===== config.mk =====
export PLATFORM = sky130hd
export DESIGN_NAME = seg_scan_driver
export DESIGN_NICKNAME = d
export VERILOG_FILES = /design/src/rtl/seg_pkg.sv /design/src/rtl/seg7_glyph_decoder.sv /design/src/rtl/seg_scan_driver.sv
export SDC_FILE = /design/constraint.sdc
export NUM_CORES = 1
export LEC_CHECK = 0
export CAP_MARGIN = 5
export CELL_PAD_IN_SITES_DETAIL_PLACEMENT = 1
export CELL_PAD_IN_SITES_GLOBAL_PLACEMENT = 2
export CORE_MARGIN = 3
export CORE_UTILIZATION = 35
export DETAILED_ROUTE_END_ITERATION = 12
export PLACE_DENSITY_LB_ADDON = 0.05
export SLEW_MARGIN = 40
export SYNTH_ARGS = -nofsm -noshare
export SYNTH_HDL_FRONTEND = slang
export SYNTH_SLANG_ARGS = --single-unit

===== constraint.sdc =====
create_clock -name clk -period 4.2 [get_ports clk]
set_input_delay 0.84 -clock clk [delete_from_list [all_inputs] [get_ports clk]]
set_output_delay 0.84 -clock clk [all_outputs]
set_load 0.1 [all_outputs]

===== src/rtl/seg_pkg.sv =====
// Shared constants for the multiplexed seven-segment display driver:
// glyph codes beyond the decimal digits, the all-dark pattern and segment
// bit positions inside the 8-bit {dp,g,f,e,d,c,b,a} bus.
package seg_pkg;

    // Non-numeric glyph codes (codes 0-9 render the decimal digits)
    localparam logic [3:0] GLYPH_A   = 4'hA;
    localparam logic [3:0] GLYPH_R   = 4'hB;
    localparam logic [3:0] GLYPH_G   = 4'hC;
    localparam logic [3:0] GLYPH_E   = 4'hD;
    localparam logic [3:0] GLYPH_EQ  = 4'hE;
    localparam logic [3:0] GLYPH_OFF = 4'hF;

    // Segment bus is active-low, so all ones is fully dark
    localparam logic [7:0] SEG_OFF = 8'hFF;

    // Bit positions in the segment bus
    localparam int SEG_A_BIT  = 0;
    localparam int SEG_B_BIT  = 1;
    localparam int SEG_C_BIT  = 2;
    localparam int SEG_D_BIT  = 3;
    localparam int SEG_E_BIT  = 4;
    localparam int SEG_F_BIT  = 5;
    localparam int SEG_G_BIT  = 6;
    localparam int SEG_DP_BIT = 7;

    // Digit index width; a single-digit display still keeps a 1-bit index
    function automatic int idx_width(input int n);
        return (n > 1) ? $clog2(n) : 1;
    endfunction

endpackage


===== src/rtl/seg7_glyph_decoder.sv =====
// Combinational glyph decoder: 4-bit glyph code to active-low {g,f,e,d,c,b,a}.
// Instanced once on the currently selected digit's glyph.
module seg7_glyph_decoder
    import seg_pkg::*;
(
    input  logic [3:0] code,
    output logic [6:0] seg7
);

    // Glyph lookup; unknown and OFF codes leave every segment dark
    always_comb begin
        seg7 = 7'h7F;
        case (code)
            4'h0:      seg7 = 7'h40;
            4'h1:      seg7 = 7'h79;
            4'h2:      seg7 = 7'h24;
            4'h3:      seg7 = 7'h30;
            4'h4:      seg7 = 7'h19;
            4'h5:      seg7 = 7'h12;
            4'h6:      seg7 = 7'h02;
            4'h7:      seg7 = 7'h78;
            4'h8:      seg7 = 7'h00;
            4'h9:      seg7 = 7'h10;
            GLYPH_A:   seg7 = 7'h08;
            GLYPH_R:   seg7 = 7'h2F;
            GLYPH_G:   seg7 = 7'h10;
            GLYPH_E:   seg7 = 7'h06;
            GLYPH_EQ:  seg7 = 7'h37;
            GLYPH_OFF: seg7 = 7'h7F;
            default:   seg7 = 7'h7F;
        endcase
    end

endmodule


===== src/rtl/seg_scan_driver.sv =====
// N-digit multiplexed seven-segment driver. One active-low anode is driven
// per scan slot; anode and segments are registered together on the slot tick
// from the newly selected digit. Supports per-digit blink/blank masks and
// decimal points, with a free-running blink phase that can be resynchronised.
module seg_scan_driver
    import seg_pkg::*;
#(
    parameter int NUM_DIGITS = 4,
    parameter int SCAN_DIV   = 100000,
    parameter int BLINK_DIV  = 100000000
) (
    input  logic                      clk,
    input  logic                      rst_n,
    input  logic [4*NUM_DIGITS-1:0]   glyphs,
    input  logic [NUM_DIGITS-1:0]     dp,
    input  logic [NUM_DIGITS-1:0]     blink_mask,
    input  logic [NUM_DIGITS-1:0]     blank_mask,
    input  logic                      blink_sync,
    output logic [NUM_DIGITS-1:0]     an,
    output logic [7:0]                seg,
    output logic                      blink_phase
);

    localparam int IDX_W   = idx_width(NUM_DIGITS);
    localparam int SCAN_W  = $clog2(SCAN_DIV);
    localparam int BLINK_W = $clog2(BLINK_DIV);

    localparam logic [IDX_W-1:0]   IDX_LAST   = IDX_W'(NUM_DIGITS - 1);
    localparam logic [SCAN_W-1:0]  SCAN_LAST  = SCAN_W'(SCAN_DIV - 1);
    localparam logic [BLINK_W-1:0] BLINK_LAST = BLINK_W'(BLINK_DIV - 1);

    if (NUM_DIGITS < 1 || NUM_DIGITS > 8 || SCAN_DIV < 2 || BLINK_DIV < 2) begin : g_param_check
        $fatal(1, "seg_scan_driver: NUM_DIGITS must be 1..8 and both dividers >= 2");
    end

    logic [SCAN_W-1:0]     scan_cnt_r;
    logic [BLINK_W-1:0]    blink_cnt_r;
    logic [IDX_W-1:0]      digit_idx_r;
    logic                  blink_phase_r;
    logic [NUM_DIGITS-1:0] an_r;
    logic [7:0]            seg_r;

    logic                  scan_tick_s;
    logic                  blink_tick_s;
    logic [IDX_W-1:0]      next_idx_s;
    logic [3:0]            glyph_sel_s;
    logic [6:0]            glyph_seg_s;
    logic [NUM_DIGITS-1:0] an_next_s;
    logic [7:0]            seg_next_s;

    assign scan_tick_s  = (scan_cnt_r == SCAN_LAST);
    assign blink_tick_s = (blink_cnt_r == BLINK_LAST);

    // Digit that becomes active at the next scan tick, wrapping after the last
    always_comb begin
        next_idx_s = {IDX_W{1'b0}};
        if (digit_idx_r == IDX_LAST) begin
            next_idx_s = {IDX_W{1'b0}};
        end else begin
            next_idx_s = digit_idx_r + IDX_W'(1);
        end
    end

    // Select the upcoming digit's glyph for the single shared decoder
    always_comb begin
        glyph_sel_s = glyphs[{next_idx_s, 2'b00} +: 4];
    end

    seg7_glyph_decoder u_decoder (
        .code (glyph_sel_s),
        .seg7 (glyph_seg_s)
    );

    // Build the anode/segment pair for the upcoming digit, applying masks
    always_comb begin
        an_next_s             = {NUM_DIGITS{1'b1}};
        an_next_s[next_idx_s] = 1'b0;
        seg_next_s            = SEG_OFF;
        if (blank_mask[next_idx_s] || (blink_mask[next_idx_s] && blink_phase_r)) begin
            seg_next_s = SEG_OFF;
        end else begin
            seg_next_s = {~dp[next_idx_s], glyph_seg_s};
        end
    end

    // Scan slot counter; wraps on its terminal count, which is the slot tick
    always_ff @(posedge clk or negedge rst_n) begin
        if (!rst_n) begin
            scan_cnt_r <= {SCAN_W{1'b0}};
        end else if (scan_tick_s) begin
            scan_cnt_r <= {SCAN_W{1'b0}};
        end else begin
            scan_cnt_r <= scan_cnt_r + SCAN_W'(1);
        end
    end

    // Active digit index and registered anode/segment outputs, updated per tick
    always_ff @(posedge clk or negedge rst_n) begin
        if (!rst_n) begin
            digit_idx_r <= {IDX_W{1'b0}};
            an_r        <= {NUM_DIGITS{1'b1}};
            seg_r       <= SEG_OFF;
        end else if (scan_tick_s) begin
            digit_idx_r <= next_idx_s;
            an_r        <= an_next_s;
            seg_r       <= seg_next_s;
        end
    end

    // Blink half-period counter and phase; a sync pulse overrides the toggle
    always_ff @(posedge clk or negedge rst_n) begin
        if (!rst_n) begin
            blink_cnt_r   <= {BLINK_W{1'b0}};
            blink_phase_r <= 1'b0;
        end else if (blink_sync) begin
            blink_cnt_r   <= {BLINK_W{1'b0}};
            blink_phase_r <= 1'b0;
        end else if (blink_tick_s) begin
            blink_cnt_r   <= {BLINK_W{1'b0}};
            blink_phase_r <= ~blink_phase_r;
        end else begin
            blink_cnt_r   <= blink_cnt_r + BLINK_W'(1);
        end
    end

    assign an          = an_r;
    assign seg         = seg_r;
    assign blink_phase = blink_phase_r;

endmodule

==> results.md, run 1 <==
* Status: finished, final reports clean
* Via-to-Cell Ratio at 5.13
* Area grow syn2layout at 20.0%
* Clock power frac at 0.431
* CP startpoint kind: flop
* CTS root buf: clkbuf_8
* Period Utilization, post-route at 0.694
* Met1 usage at 0.189
* Iteration-0 DRC Markers at 47
* Non-Filler Instances at 480
* Leakage power at 1.61 nW
* Slowest stage delay, CP at 520 ps
* Switching part of the total power at 0.242
* Sequential Power Share at 0.484
* Worst Hold Class: in2async
* Worst Max-Slew Pin Slew at 709 ps
* WL/cell at 15.8 um
* Setup-failing EPs final at 0
* Fillers at 1025
* Postcts setup bufs at 0
* Sw Pwr at 0.290 mW
* Vias at 2464
* Sink Count at 59
* Area of the core at 8810 um2
* Die Y at 102 um
* Critical Path Fanout Max at 9
* Highest clock rate at 0.343 GHz
* CTS tree: done
* Max cap viols at 0
* Placed Cells at 464
* CTS buffer count at 9
* Yosys Warn Count at 0
* Critical Path End Type: flop
* Post-synthesis sequential area ratio at 0.467
* Largest net degree at the start of global routing at 38
* DRC errors left at 0
* Final clock skew at 5.62 ps
* Syn Nets at 366
* Hpwl dp at 5610 um
* Share of layout cells above drive strength 1 at 0.145
* CP Cell Sequence: ha_1 -> nor2_4 -> mux2_2 -> o21ai_1 -> ha_1 -> or3_1 -> a31oi_1
* VDD IR-drop max at 0.149 mV
* Total GRT Usage at 0.155
* Num rows at 34
* Max Slew Vio Count at 0
* I/O Pins at 44
* Drt first pass iters at 4
* Met3 usage at 0.0358
* Post-route ant nets at 0
* Mapped Area at 3200 um2
* RSZ-0062 raised after global routing: no
* Final min period at 2920 ps
* Slowest stage cell, crit path: o21ai_1
* Antenna violations before repair at 0
* Synth area leader: dfrtp_1
* Yosys cell types at 48
* Final WL at 7590 um
* I/O Buffers at 43
* Top delay family on crit path: compound AO/OA/AOI/OAI gates
* Buf+Inv Stages, Crit Path at 0
* Vias in the first global route at 2580
* Worst path most repeated cell: ha_1
* Crit Path Class: reg2reg
* Die Area at 10300 um2
* Most used routing layer: met2
* Pwr/cell area at 312 nW/um2
* Slew Limit Headroom at 0.523
* Post-synth top cells: nor2_1, dfrtp_1, nand2_1, xor2_1, xnor2_1
* Die Span X at 102 um
* CP arrival at 3170 ps
* Multi-input logic area at 1610 um2
* EDFF count, synth at 0
* Nets at 411
* Clock buffer depth at 2
* Asr flop ratio synth at 1.00
* Worst-path clk slew at 70 ps
* Met2 usage at 0.266
* Ys flop type: dfrtp_1
* Global placement routability congestion at 0.722
* Diode count at 0
* CTS resizes at 0
* GRT overflow at 0
* Final Util at 0.436
* Fin. Hold Viols at 0
* First-pass GRT wire length at 12400 um
* Register area at 1490 um2
* Hold-fix buffers, CTS at 0
* Area share of the largest cell type after synthesis at 0.368
* Cells after synthesis at 322
* Post-synthesis average cell area at 9.93 um2
* Top-count cell post-synth: nor2_1
* Setup TNS at 0 ps
* Pint at 0.908 mW
* Worst Path Required at 4460 ps
* Combinational Power Share at 0.085
* Register bit total from synthesis at 59
* Clock latency on the worst-skew pair at 330 ps
* H-tree depth at 3
* Top cells by area, synth: dfrtp_1, dfstp_2, nor2_1
* Starting Density at 0.363
==> power by group through the flow <==
stage	registers (mW)	clock network [mW]	logic [mW]
final	0.580	0.517	0.101
after global routing	0.580	0.564	0.111
after CTS	0.580	0.543	0.104
after detailed placement	0.590	0	0.104
after global placement	0.590	0	0.105
after floorplan	0.610	0	0.0337
==> worst paths after layout <==
check	startpoint	endpoint	slack (ps)	depth (start not counted)
max	digit_idx_r[0]	seg[1]	1280	7
max reg2reg	digit_idx_r[0]	seg[1]	1280	7
max in group asynchronous	rst_n	an[2]	3000	2
min in group clk	an[0]	an[0]	490	2
min reg2reg	an[0]	an[0]	490	2
min	rst_n	scan_cnt_r[16]	460	1
==> cells in the final DEF, fill, tap and decap left out, types with 4 or more instances in the layout <==
cell type | Yosys | layout
clkdlybuf4s50_1 | 0 | 29
a31oi_1 | 4 | 4
nand2_1 | 25 | 25
xnor2_1 | 18 | 18
nand4_1 | 12 | 12
buf_2 | 2 | 13
mux2i_1 | 4 | 4
xor2_1 | 21 | 21
ha_1 | 13 | 13
o21ai_0 | 8 | 8
nand3_1 | 16 | 16
dfstp_2 | 12 | 12
inv_1 | 8 | 8
nor4_1 | 4 | 4
nor2_1 | 54 | 54
and3_1 | 8 | 8
a211oi_1 | 7 | 7
nor3_1 | 8 | 8
clkbuf_8 | 1 | 10
nor4b_1 | 4 | 4
a21oi_1 | 6 | 6
dfrtp_1 | 47 | 47
==> registers in the layout, summed over array words and instances, names as in the netlist <==
register,cells
digit_idx_r,2
blink_cnt_r,27
blink_phase,1
seg,8
scan_cnt_r,17
an,4
==> kinds of logic (layout without fill, tap and decap cells) <==
family	after synthesis	after routing	share of synthesized area
multiplexers	9	9	0.0419
XOR/XNOR	39	39	0.107
adder cells (fa/ha/maj)	13	13	0.0509
AND/OR/NAND/NOR	147	147	0.230
buffers and inverters	19	69	0.0309
AO/OA/AOI/OAI	36	36	0.0732
flip-flops	59	59	0.467
==> final cells by class <==
| type | instances | share of cell area |
|---|---|---|
| inverter | 8 | 0.00783 |
| sequential | 59 | 0.389 |
| clock buffer | 12 | 0.0378 |
| timing repair buffer | 45 | 0.0985 |
| clock inverter | 4 | 0.0130 |
| tap | 108 | 0.0352 |
| multi-input combinational | 244 | 0.419 |
==> routing by layer <==
metal,vias to the layer above,wire length (um)
met4,0,78
met2,20,3900
met5,-,0
li1,1216,-
met1,1222,3440
met3,6,161
==> per-stage QoR <==
step                instance area, um2  hold slack [ps]  power, mW  setup WS [ps]
floorplan                         3200              455      0.644           1670
global placement                  3700              471      0.695           1220
detailed placement                3640              483      0.694           1180
CTS                               3840              465       1.23           1260
global route                      3840              479       1.26           1090
finish                            3840              464       1.20           1280
Note: power is estimated with default switching activity, not from simulation.
==> run 2, diff against run 1 <==
==> constraint.sdc (replaced) <==
create_clock -name clk -period 2.88 [get_ports clk]
set_input_delay 0.576 -clock clk [delete_from_list [all_inputs] [get_ports clk]]
set_output_delay 0.576 -clock clk [all_outputs]
set_load 0.1 [all_outputs]
==> results.md, run 2 (synthesized netlist as in run 1, its figures left out) <==
* Worst Max-Slew Pin Slew at 569 ps
* Area grow syn2layout at 21.1%
* Fin. Hold Viols at 0
* Fillers at 996
* Area of the core at 8810 um2
* First-pass GRT wire length at 12500 um
* Critical Path End Type: flop
* VDD IR-drop max at 0.210 mV
* Most flops, register: blink_cnt_r
* Setup TNS at 0 ps
* CTS root buf: clkbuf_8
* I/O Buffers at 43
* Vias at 2464
* Vias in the first global route at 2591
* CTS resizes at 0
* CP Cell Sequence: inv_1 -> ha_1 -> a211oi_1 -> a21oi_1 -> ha_1 -> or3_1 -> a31oi_1
* Final Util at 0.440
* Worst-path clk slew at 80 ps
* Final WL at 7590 um
* Max Slew Vio Count at 0
* WL/cell at 15.7 um
* CP arrival at 2730 ps
* Period Utilization, post-route at 0.858
* Worst path most repeated cell: ha_1
* Highest clock rate at 0.405 GHz
* Postcts setup bufs at 0
* Final clock skew at 10.2 ps
* Max reg flops at 27
* Diode count at 0
* Pwr/cell area at 427 nW/um2
* Slew Limit Headroom at 0.615
* Commonest non-fill, non-tap cells in the layout: nor2_1, dfrtp_1, clkdlybuf4s50_1
* I/O Pins at 44
* Nets at 415
* Iteration-0 DRC Markers at 61
* Die Span X at 102 um
* Largest net degree at the start of global routing at 60
* Worst Path Required at 3140 ps
* Final min period at 2470 ps
* Slowest stage delay, CP at 580 ps
* Max cap viols at 0
* CTS tree: done
* Design area at 3870 um2
* Die Area at 10300 um2
* Antenna violations before repair at 0
* DRC errors left at 0
* Sink Count at 59
* Worst Hold Class: in2async
* Drt first pass iters at 4
* Starting Density at 0.363
* Crit Path Class: reg2reg
* Hold-fix buffers, CTS at 0
* Critical Path Fanout Max at 13
* CTS buffer count at 9
* Setup-failing EPs final at 0
* Share of layout cells above drive strength 1 at 0.157
* Via-to-Cell Ratio at 5.10
* Commonest non-fill, non-tap cell in the layout: nor2_1
* Post-placement cell area at 3700 um2
* Clock latency on the worst-skew pair at 330 ps
* Clock buffer depth at 2
* Global placement routability congestion at 0.728
* Hpwl dp at 5540 um
* Slowest stage cell, crit path: ha_1
* Total GRT Usage at 0.154
* H-tree depth at 3
* Num rows at 34
* Post-route ant nets at 0
* Die Y at 102 um
* Status: finished, final reports clean
* GRT overflow at 0
* CP startpoint kind: flop
* RSZ-0062 raised after global routing: no
* Leakage power at 1.63 nW
[run 2: cell count changes in the layout (fill, tap and decap cells not counted)]
cell	previous run	this run
buf_2	13	1
clkbuf_1	2	0
clkinv_2	1	2
inv_6	0	1
clkbuf_8	10	9
clkinv_4	0	1
buf_4	3	18
buf_6	0	1
bufinv_16	1	0
[run 2: final cells by class]
cell class	count	area [um2]	area share
multi-input cells	244	1610	0.415
flip-flops and latches	59	1490	0.385
repair buffers	49	442	0.114
inverters	8	30.0	0.00776
well taps	108	135	0.0349
clock buffers	9	124	0.0320
clock inverters	6	42.5	0.0110
[run 2: layer usage]
layer  track usage  part of all wire  vias to the layer above  routed length (um)
met2         0.255              0.49                       21                3750
met4        0.0491             0.012                        0                  89
met3        0.0289             0.018                        9                 133
met5             0                 0                        -                   0
met1         0.205              0.48                     1208                3610
li1              -                 -                     1226                   -
[run 2: power by group]
group | total [mW] | switching (mW) | internal, mW | leakage, nW
sequential | 0.845 | 0.00605 | 0.839 | 0.765
clock | 0.656 | 0.348 | 0.308 | 0.0815
combinational | 0.152 | 0.0864 | 0.0659 | 0.787
[run 2: per-stage QoR]
stage                     setup WS (ps)  power [mW]  hold WS (ps)  instances
after CTS                           390        1.69           410        483
after global routing                219        1.74           317        483
after global placement              374        1.01           470        468
final                               408        1.65           295        483
after floorplan                     352       0.939           280        322
after detailed placement            331        1.01           474        468
[run 2: final timing paths]
kind                                start              to  slack, ps  cells past startpoint
setup / recovery           digit_idx_r[0]          seg[1]        410                      7
hold / removal                      rst_n  scan_cnt_r[13]        290                      2
setup reg to reg           digit_idx_r[0]          seg[1]        410                      7
hold reg to reg                     an[3]           an[3]        480                      2
max in group asynchronous           rst_n           an[0]       2170                      2
min in group clk                    an[3]           an[3]        480                      2
[run 2: critical path: cells and delay by family, from the launching register on]
family | cells | cell delay [ps]
buffers and inverters | 1 | 90
flip-flops | 1 | 420
AO/OA/AOI/OAI | 3 | 610
adder cells (fa/ha/maj) | 2 | 900
AND/OR/NAND/NOR | 1 | 370
==> run 3, diff against run 2 <==
--- a/config.mk
+++ b/config.mk
@@ -5,6 +5,7 @@
 export SDC_FILE = /design/constraint.sdc
 export NUM_CORES = 1
 export LEC_CHECK = 0
+export ABC_CLOCK_PERIOD_IN_PS = 2880
 export CAP_MARGIN = 5
 export CELL_PAD_IN_SITES_DETAIL_PLACEMENT = 1
 export CELL_PAD_IN_SITES_GLOBAL_PLACEMENT = 2
==> results of run 3 <==
No change in the layout: final DEF, timing and power equal those of run 2.
